--- src/rtl/ezm_cpu_gen.sv ---
// Two-phase (FETCH/EXEC) accumulator CPU with a small register bank, Z/C flags and HALT.
// Optional shift-left instruction enabled by defining EZM_CPU_SHIFT_EN.
module ezm_cpu_gen #(
    parameter int unsigned DATA_W = 8,
    parameter int unsigned REGS   = 8,
    parameter int unsigned PC_W   = 8
) (
    input  logic              clk,
    input  logic              rst,
    input  logic [5:0]        in_i,
    input  logic              instr_valid,
    output logic [DATA_W-1:0] out_o,
    output logic              zero_o,
    output logic              carry_o,
    output logic              halted_o,
    output logic              exec_o
);

    typedef enum logic [1:0] {
        S_FETCH = 2'd0,
        S_EXEC  = 2'd1,
        S_HALT  = 2'd2
    } state_t;

    state_t            state, state_n;
    logic [PC_W-1:0]   pc, pc_n;
    logic [5:0]        ir, ir_n;
    logic [DATA_W-1:0] c, c_n;
    logic              z, z_n;
    logic              cy, cy_n;
    logic              c_wr;
    logic [DATA_W-1:0] bank   [REGS];
    logic [DATA_W-1:0] bank_n [REGS];

    logic [2:0]        idx;
    logic [DATA_W-1:0] rd_val;
    logic [DATA_W:0]   sum;

    // Bank read port; SUB carries a 2-bit index, out-of-range indices read as zero
    always_comb begin
        idx    = (ir[5:2] == 4'b0001) ? {1'b0, ir[1:0]} : ir[2:0];
        rd_val = '0;
        for (int unsigned i = 0; i < REGS; i++) begin
            if (idx == 3'(i)) rd_val = bank[i];
        end
    end

    // Next-state, datapath and flag update
    always_comb begin
        state_n = state;
        pc_n    = pc;
        ir_n    = ir;
        c_n     = c;
        z_n     = z;
        cy_n    = cy;
        c_wr    = 1'b0;
        bank_n  = bank;
        sum     = '0;

        unique case (state)
            S_FETCH: begin
                if (instr_valid) begin
                    ir_n    = in_i;
                    pc_n    = pc + PC_W'(1);
                    state_n = S_EXEC;
                end
            end
            S_EXEC: begin
                state_n = S_FETCH;
                casez (ir)
                    6'b1?????: begin
                        c_n  = {{(DATA_W-5){ir[4]}}, ir[4:0]};
                        c_wr = 1'b1;
                    end
                    6'b011???: begin
                        if (rd_val > c) pc_n = pc - PC_W'(c);
                    end
                    6'b001???: begin
                        for (int unsigned i = 0; i < REGS; i++) begin
                            if (ir[2:0] == 3'(i)) bank_n[i] = c;
                        end
                    end
                    6'b010???: begin
                        sum  = {1'b0, c} + {1'b0, rd_val};
                        c_n  = sum[DATA_W-1:0];
                        cy_n = sum[DATA_W];
                        c_wr = 1'b1;
                    end
                    6'b0001??: begin
                        c_n  = c - rd_val;
                        cy_n = (rd_val > c);
                        c_wr = 1'b1;
                    end
                    6'b000001: begin
                        c_n  = ~c;
                        c_wr = 1'b1;
                    end
                    6'b000010: begin
`ifdef EZM_CPU_SHIFT_EN
                        cy_n = c[DATA_W-1];
                        c_n  = {c[DATA_W-2:0], 1'b0};
                        c_wr = 1'b1;
`else
                        c_wr = 1'b0;
`endif
                    end
                    6'b000011: state_n = S_HALT;
                    default: ;
                endcase
                if (c_wr) z_n = (c_n == '0);
            end
            S_HALT: state_n = S_HALT;
            default: state_n = S_FETCH;
        endcase
    end

    always_ff @(posedge clk) begin
        if (rst) begin
            state <= S_FETCH;
            pc    <= '0;
            ir    <= '0;
            c     <= '0;
            z     <= 1'b0;
            cy    <= 1'b0;
            for (int unsigned i = 0; i < REGS; i++) bank[i] <= '0;
        end else begin
            state <= state_n;
            pc    <= pc_n;
            ir    <= ir_n;
            c     <= c_n;
            z     <= z_n;
            cy    <= cy_n;
            for (int unsigned i = 0; i < REGS; i++) bank[i] <= bank_n[i];
        end
    end

    // FETCH shows the program counter, all other phases show the accumulator
    assign out_o    = (state == S_FETCH) ? DATA_W'(pc) : c;
    assign zero_o   = z;
    assign carry_o  = cy;
    assign halted_o = (state == S_HALT);
    assign exec_o   = (state == S_EXEC);

endmodule
--- config.mk ---
export PLATFORM = sky130hd
export DESIGN_NAME = ezm_cpu_gen
export DESIGN_NICKNAME = d
export VERILOG_FILES = /design/src/rtl/ezm_cpu_gen.sv
export SDC_FILE = /design/constraint.sdc
export NUM_CORES = 1
export LEC_CHECK = 0
export ABC_AREA = 1
export CORE_MARGIN = 3
export CORE_UTILIZATION = 55
export DETAILED_ROUTE_END_ITERATION = 7
export DONT_BUFFER_PORTS = 1
export PLACE_DENSITY_LB_ADDON = 0.12
export SYNTH_ARGS = -nofsm -noshare
export SYNTH_HDL_FRONTEND = slang
export SYNTH_SLANG_ARGS = --single-unit
--- constraint.sdc ---
create_clock -name clk -period 4.2 [get_ports clk]
set_clock_uncertainty 0.2 [all_clocks]
set_input_delay 0.42 -clock clk [delete_from_list [all_inputs] [get_ports clk]]
set_output_delay 0.42 -clock clk [all_outputs]
set_load 0.01 [all_outputs]
After elaboration in Yosys (flattened, before gate mapping)

Cells that the tools add are included.

Flip-flop bits (word level): 90
Bits of input ports: 9
Output and inout bits: 12

$add $sub $neg: 4
$lt $le $gt $ge: 1
Equality and inequality tests: 25
Multiplexer cells: 22
Bitwise gates (word level): 1
Reductions and logical operators: 19

Operators by type and width:

| cell                                                             | count |
|---|---|
| 8-bit two-way mux                                                | 13 |
| 8-bit one-hot mux with 4 select lines                            | 1 |
| 3-bit == test (second input constant)                            | 8 |
| 3-bit AND reduction                                              | 8 |
| 3-bit by 2-bit == test with 1-bit output (second input constant) | 6 |
| 8-bit one-hot mux with 2 select lines                            | 1 |
| 8-bit subtractor                                                 | 2 |
| 8-bit by 8-bit adder with 9-bit output                           | 1 |
| 3-bit by 1-bit == test with 1-bit output (second input constant) | 3 |
| 8-bit by 1-bit adder with 8-bit output (second input constant)   | 1 |
| 8-bit > comparator                                               | 1 |
| 8-bit zero test                                                  | 1 |
| 8-bit NOT                                                        | 1 |
| 6-bit by 1-bit == test with 1-bit output (second input constant) | 1 |
| 6-bit by 2-bit == test with 1-bit output (second input constant) | 1 |
| 3-bit zero test                                                  | 2 |
| 2-bit one-hot mux with 3 select lines                            | 1 |
| 2-bit AND reduction                                              | 3 |
| 4-bit by 1-bit == test with 1-bit output (second input constant) | 1 |
| 2-bit two-way mux                                                | 2 |
| 2-bit by 1-bit != test with 1-bit output (second input constant) | 2 |
| 4-bit AND reduction                                              | 1 |
| 2-bit nonzero test                                               | 2 |
| 4-bit OR reduction                                               | 1 |
| other kinds (7)                                                  | 8 |

Logic depth before layout (Yosys ltp)

Gate-level depths: netlist of run 1.

Depth in word-level cells: 15
Mapped depth: 25
Depth with buffers taken out: 24

Worst setup path after synthesis of run 1

Ideal clock, no wire load.

Kind: register -> register
From: register ir[4]
To: register pc[7]
Setup time: 0.071 ns
Arrival: 3.031 ns
Data required time: 3.929 ns
Path slack: 0.898 ns
Stages on the path, launching flop included: 26
Buffers on the path: 2
Period minus slack after synthesis: 3.302 ns
Path through: dfxtp_1 -> nor2_4 -> nand3_4 -> nand2_2 -> buf_4 -> nand3_1 -> inv_2 -> nand2_1 -> nand2_1 -> o22ai_1 -> nand3_1 -> o21ai_0 -> inv_1 -> ha_1 -> inv_1 -> fa_1 -> nand3_1 -> nand3_1 -> nand2_1 -> nand2_1 -> a21oi_1 -> nand2_1 -> nand2_1 -> buf_2 -> o21ai_0 -> a21oi_1

Longest elaborated chain between the ends: 14
Elaborated cells on any way between the ends: 23

Ends and longest elaborated chain:

| element                                            | RTL line | text |
|---|---|---|
| start: declaration                                 | 27       | `logic [5:0] ir, ir_n;` |
| start signal: assignment                           | 129      | `ir <= ir_n;` |
| 4-bit by 1-bit == test with 1-bit output           | 41       | `idx = (ir[5:2] == 4'b0001) ? {1'b0, ir[1:0]} : ir[2:0];` |
| 3-bit two-way mux                                  | 41       |  |
| 3-bit zero test                                    | 44       | `if (idx == 3'(i)) rd_val = bank[i];` |
| 8-bit two-way mux (8 in a row)                     | 44       |  |
| 8-bit > comparator                                 | 76       | `if (rd_val > c) pc_n = pc - PC_W'(c);` |
| 2-bit by 1-bit != test with 1-bit output (no line) | n/a      |  |
| 4-bit AND reduction (no line) *                    | n/a      |  |
| end signal: assignment                             | 128      | `pc <= pc_n;` |
| end: declaration                                   | 26       | `logic [PC_W-1:0] pc, pc_n;` |

Mark *: on every way between the ends. The rest lies on a longest branch, timed or not.
A chain may end at the register's enable or synchronous reset.

Final worst setup path of run 1

From: register ir[4]
To: register pc[4]

Same word-level chain as after synthesis.

==> flow_summary.yaml, run 1 <==
global_routing:
  grt.total_usage_pct: 27.6
  grt_pass1_wl_um: 22700
  grt.overflow.total: 0
  grt_start_max_net_pins: 71
  antenna_found_initial: 2
  grt_pass1_vias: 4493
drt:
  dr.pass1.iters: 5
  vias: 4947
  drc: 0
  drtIter0Drc: 419
  avgRoutedWirePerCell_um: 16.6
  detail_route.vias_per_cell: 5.79
  ant_nets: 0
  wl_um: 14200
min_path:
  min_path_type: "input pin to flip-flop"
yosys:
  synthDistinctLibCells: 38
  synth_seq_cells: 90
  avgSynthCellArea_um2: 6.84
  synth-edff-count: 0
  syn_nets: 793
  synth_area_mm2: 0.00517
  ys.flop_type: "dfxtp_1"
  synth_seq_area_share_pct: 34.8
  syn_inst: 756
  synthArstFlopShare_pct: 0
  ys_warn_count: 0
sta:
  setup_viol_count_final: 0
  hold_viol_final: 0
  min_period_over_period_pct: 91.5
  slew_viol_final: 0
  max_freq_ghz: 0.260
  worst_pin_slew_ns: 0.901
  fin_crit_ns: 3.84
  max_slew_margin_pct: 39.7
  rsz0062_at_grt: "true"
layout:
  utilization_pct: 60.6
  fill_cells: 832
  fin_area_mm2: 0.00541
  mostFrequentLayoutCells: "153 x nand2_1, 105 x a21oi_1, 90 x o21ai_0, 90 x dfxtp_1, 80 x inv_1"
  layout_commonest_cell: "nand2_1"
  fin_nets: 777
  drive_gt1_share_pct: 6.45
  area_growth_pct: 4.62
critical_path:
  r2r-end: "pc[4]$_SDFFE_PP0P_"
  start_kind: "flip-flop"
  critical_path_required_ns: 4.27
  rr_worst_depth: 24
  critPathArrivalTime_ns: 3.91
  crit_start: "ir[4]$_SDFFE_PP0P_"
  worstPathMaxFanout: 13
  critPathCapture: "pc[4]$_SDFFE_PP0P_"
  rr_startpoint: "ir[4]$_SDFFE_PP0P_"
  crit_type: "flip-flop to flip-flop"
  r2r_setup_slack_ns: 0.36
  end_kind: "flip-flop"
placement:
  portBuffers: 0
  placed_area_mm2: 0.00519
  dp_hpwl_um: 10300
  place.gp.congestion: 0.960
floorplan:
  pin_count: 21
  dieWidth_um: 103
  rows: 34
  dieArea_mm2: 0.0106
  die_h_um: 103
  core_area_mm2: 0.00893
  initial_utilization_pct: 57.9
job:
  drv_cap: 0
clock_tree:
  cts.clk_slew.worst_paths_ns: 0.10
  insertion_delay_ns: 0.37
  clockBufferDepth: 2
  cts-buffers-inserted: 9
  cts_root_buf: "clkbuf_8"
  cts_tree: "done"
  tritoncts_num_sinks: 90
  post_cts_buffers: 0
  cts_max_level: 3
status:
  status: "completed"
power:
  ir_worst_vdd_mv: 0.198
  p_leak_nw: 2.47
  p_per_area_mw_per_mm2: 357
-- cell families (layout without fill, tap and decap cells) --
family	count (synthesis)	in the layout	synth area share, %
simple gates	302	302	26.4
compound gates	212	212	21.3
buf+inv	118	106	9.27
flops	90	90	34.8
fa+ha+maj	28	28	7.21
xor+xnor	6	6	1.02
other cells	0	2	0
-- Yosys cell counts (2+ instances only) --
master	n	area [um^2]
nor3_4	2	32.5
nand3b_1	3	22.5
nor3_1	3	15.0
o22ai_1	3	18.8
inv_1	80	300
nand3_1	55	275
clkbuf_1	18	67.6
a211oi_1	3	22.5
o21ai_0	91	455
inv_2	3	11.3
nor2_4	2	22.5
ha_1	25	313
buf_4	7	52.6
xor2_1	3	26.3
buf_2	8	40.0
xnor2_1	3	26.3
a21oi_1	105	526
fa_1	3	60.1
nand4_1	11	68.8
o221ai_1	3	26.3
or2_2	5	31.3
dfxtp_1	90	1800
nor2_1	54	203
nand3_4	2	35.0
nand2_1	154	578
nor3_2	2	20.0
o211ai_1	2	15.0
nor2_2	6	37.5
-- stage by stage --
step                power (W)  setup TNS, ns  cells  hold WS [ns]  setup slack, ns
global placement      0.00132              0    836         0.275            0.344
finish                0.00193              0    854        0.0607            0.356
CTS                   0.00193              0    852        0.0646            0.202
floorplan             0.00123              0    756         0.257            0.898
detailed placement    0.00132              0    836         0.287            0.223
global route          0.00202        -0.0146    853        0.0707          -0.0146
-- per-layer routing --
layer,routed length [um],part of all wire [%],GRT usage (%),vias to the layer above
met3,877,6.2,4.74,35
met2,6680,47,44.7,171
met1,6190,44,36.5,2255
met5,0,0,0,-
met4,438,3.1,11.3,0
li1,-,-,-,2486
-- repair_timing --
action,in CTS,in global routing
endpoints found under the hold margin,11,0
resized for setup,0,4
endpoints found under the setup margin,0,8
hold buffers,1,0
-- power breakdown --
part           switching, W  internal (W)
combinational      0.000284      0.000129
sequential        0.0000300      0.000875
clock              0.000319      0.000292
total              0.000634       0.00130
-- final cells by class --
cell class              instances  area (um^2)  share of cell area, %
diodes                          2         5.00                 0.0925
repair buffers                  7         55.1                   1.02
clock buffers                  10          138                   2.54
well taps                     108          135                   2.50
flip-flops and latches         90         1800                   33.3
multi-input cells             548         2900                   53.6
clock inverters                 5         62.6                   1.16
inverters                      84          315                   5.83
-- worst max-delay path, stage by stage, from the launching register on --
cell	delay, ns
dfxtp_1	0.38
nor2_4	0.22
nand3_4	0.13
nand2_2	0.16
nand2_1	0.23
inv_1	0.16
nand2_1	0.06
nand3_1	0.06
o22ai_1	0.07
nand3_1	0.09
o21ai_0	0.09
inv_1	0.11
ha_1	0.15
inv_1	0.05
fa_1	0.42
nand3_1	0.13
nand3_1	0.08
nand2_1	0.08
nand2_1	0.05
a21oi_1	0.21
nand2_1	0.10
nand2_2	0.19
inv_1	0.13
a21oi_1	0.14
nor2_1	0.05
-- worst min path at each step --
| stage | from | to | slack, ns | depth (start not counted) |
|---|---|---|---|---|
| after global placement | pc[3]$_SDFFE_PP0P_ | pc[3]$_SDFFE_PP0P_ | 0.27 | 2 |
| final | in_i[4] | ir[4]$_SDFFE_PP0P_ | 0.06 | 2 |
| after CTS | in_i[4] | ir[4]$_SDFFE_PP0P_ | 0.06 | 2 |
| after floorplan | pc[3]$_SDFFE_PP0P_ | pc[3]$_SDFFE_PP0P_ | 0.26 | 2 |
| after global routing | in_i[1] | ir[1]$_SDFFE_PP0P_ | 0.07 | 2 |
| after detailed placement | pc[3]$_SDFFE_PP0P_ | pc[3]$_SDFFE_PP0P_ | 0.29 | 2 |
-- registers in the layout (all words and copies together) (netlist names) --
name,count
bank,64
c,8
carry_o,1
ir,6
pc,8
state,2
zero_o,1
Power figures use the tool's default switching activity.
==> inputs of run 2 (changes only) <==
--- a/config.mk
+++ b/config.mk
@@ -10,6 +10,7 @@
 export CORE_UTILIZATION = 55
 export DETAILED_ROUTE_END_ITERATION = 7
 export DONT_BUFFER_PORTS = 1
+export GPL_ROUTABILITY_DRIVEN = 0
 export PLACE_DENSITY_LB_ADDON = 0.12
 export SYNTH_ARGS = -nofsm -noshare
 export SYNTH_HDL_FRONTEND = slang
==> flow_summary.yaml, run 2 (synthesis gave the netlist of run 1 again) <==
sta:
  fin_crit_ns: 3.83
  holdWs_ns: 0.0619
  rsz0062_at_grt: "false"
  setup_viol_count_final: 0
  slew_viol_final: 0
  max_freq_ghz: 0.261
  max_slew_margin_pct: 39.3
  worst_pin_slew_ns: 0.907
  min_period_over_period_pct: 91.2
  hold_viol_final: 0
  fin_setup_tns_ns: 0
layout:
  largest_register_ffs: 64
  fill_cells: 854
  drive_gt1_share_pct: 6.72
  mostFrequentLayoutCells: "152 x nand2_1, 104 x a21oi_1, 91 x o21ai_0, 89 x dfxtp_1, 80 x inv_1"
  area_growth_pct: 5.32
  layout_commonest_cell: "nand2_1"
  fin_area_mm2: 0.00545
  fin_nets: 776
  regMostFlops: "bank"
  top_regs: "bank (64), c (8), pc (8)"
  fin_cells: 854
drt:
  avgRoutedWirePerCell_um: 16.6
  dr.pass1.iters: 5
  detail_route.vias_per_cell: 5.87
  ant_nets: 0
  wl_um: 14200
  vias: 5013
  drtIter0Drc: 343
  drc: 0
min_path:
  holdPathStages: 2
  worstHoldStart: "in_i[4]"
  min_to: "ir[4]$_SDFFE_PP0P_"
  min_path_type: "input pin to flip-flop"
placement:
  dp_cells: 835
  placed_area_mm2: 0.00518
  dp_hpwl_um: 10300
  portBuffers: 0
critical_path:
  rr_startpoint: "ir[4]$_SDFFE_PP0P_"
  critPathArrivalTime_ns: 3.90
  end_kind: "flip-flop"
  r2r-end: "pc[4]$_SDFFE_PP0P_"
  worstPathMaxFanout: 14
  critical_path_required_ns: 4.27
  rr_worst_depth: 24
  start_kind: "flip-flop"
  crit_type: "flip-flop to flip-flop"
  r2r_setup_slack_ns: 0.37
floorplan:
  rows: 34
  dieWidth_um: 103
  pin_count: 21
  core_area_mm2: 0.00893
  initial_utilization_pct: 57.9
  dieArea_mm2: 0.0106
  die_h_um: 103
global_routing:
  grt.total_usage_pct: 27.6
  grt_pass1_wl_um: 22900
  antenna_found_initial: 0
  grt_start_max_net_pins: 36
  grt.overflow.total: 0
  grt_pass1_vias: 4582
clock_tree:
  insertion_delay_ns: 0.36
  cts_tree: "done"
  cts_root_buf: "clkbuf_8"
  cts.clk_slew.worst_paths_ns: 0.10
  cts-buffers-inserted: 9
  cts_max_level: 3
  clockBufferDepth: 2
  tritoncts_num_sinks: 90
power:
  p_leak_nw: 2.49
  ir_worst_vdd_mv: 0.230
  p_per_area_mw_per_mm2: 368
  power_w: 0.00201
status:
  status: "completed"
job:
  drv_cap: 0
-- run 2: worst max path at each step --
| stage | start | endpoint | slack [ns] | cells after the start |
|---|---|---|---|---|
| CTS | ir[5]$_SDFFE_PP0P_ | pc[4]$_SDFFE_PP0P_ | 0.07 | 23 |
| global route | ir[3]$_SDFFE_PP0P_ | pc[7]$_SDFFE_PP0P_ | 0.006 | 22 |
| global placement | ir[5]$_SDFFE_PP0P_ | pc[4]$_SDFFE_PP0P_ | 0.25 | 23 |
| floorplan | ir[4]$_SDFFE_PP0P_ | pc[7]$_SDFFE_PP0P_ | 0.90 | 25 |
| finish | ir[4]$_SDFFE_PP0P_ | pc[4]$_SDFFE_PP0P_ | 0.37 | 24 |
| detailed placement | ir[5]$_SDFFE_PP0P_ | pc[4]$_SDFFE_PP0P_ | 0.10 | 23 |
-- run 2: power breakdown --
part / internal (W) / switching, W / total, W
clock network: 0.000359 / 0.000336 / 0.000695
logic: 0.000128 / 0.000278 / 0.000407
registers: 0.000875 / 0.0000301 / 0.000905
total: 0.00136 / 0.000644 / 0.00201
-- run 2: per-layer routing --
| metal | vias to the layer above | track usage (%) | part of all wire [%] |
|---|---|---|---|
| met5 | - | 0 | 0 |
| li1 | 2485 | - | - |
| met2 | 202 | 46.5 | 48 |
| met1 | 2292 | 36.1 | 42 |
| met4 | 0 | 8.86 | 2.8 |
| met3 | 34 | 4.53 | 7.2 |
-- run 2: layout make-up --
cell class              count  area [um^2]  area share, %
clock buffers              10          138           2.53
flip-flops and latches     90         1800           33.1
inverters                  84          315           5.79
clock inverters             6         96.3           1.77
diodes                      2         5.00         0.0919
multi-input cells         548         2910           53.4
well taps                 108          135           2.48
repair buffers              6         47.5          0.873
-- run 2: stage by stage --
step / utilization (%) / setup WS, ns
floorplan: - / 0.898
global placement: 58.0 / 0.248
detailed placement: 58.0 / 0.100
CTS: 60.7 / 0.0748
global route: 60.9 / 0.00570
finish: 61.0 / 0.369
-- run 2: timing repair --
item,4_1_cts,5_1_grt
setup buffers,0,0
hold buffers,1,0
resized for setup,0,6
endpoints found under the hold margin,11,0
setup endpoints to repair,0,10
-- run 2: critical path, stage by stage (launching register included) --
cell and delay [ns]:
dfxtp_1 0.38, nor2_4 0.21, nand3_4 0.15, nand2_4 0.19
nand2_2 0.16, inv_1 0.13, nand2_1 0.07, nand3_1 0.07
o22ai_1 0.07, nand3_1 0.08, o21ai_0 0.08, inv_1 0.10
ha_1 0.15, inv_1 0.05, fa_1 0.44, nand3_1 0.14
nand3_1 0.08, nand2_1 0.08, nand2_1 0.05, a21oi_1 0.25
nand2_1 0.10, nand2_2 0.20, inv_1 0.13, a21oi_1 0.13
nor2_1 0.05
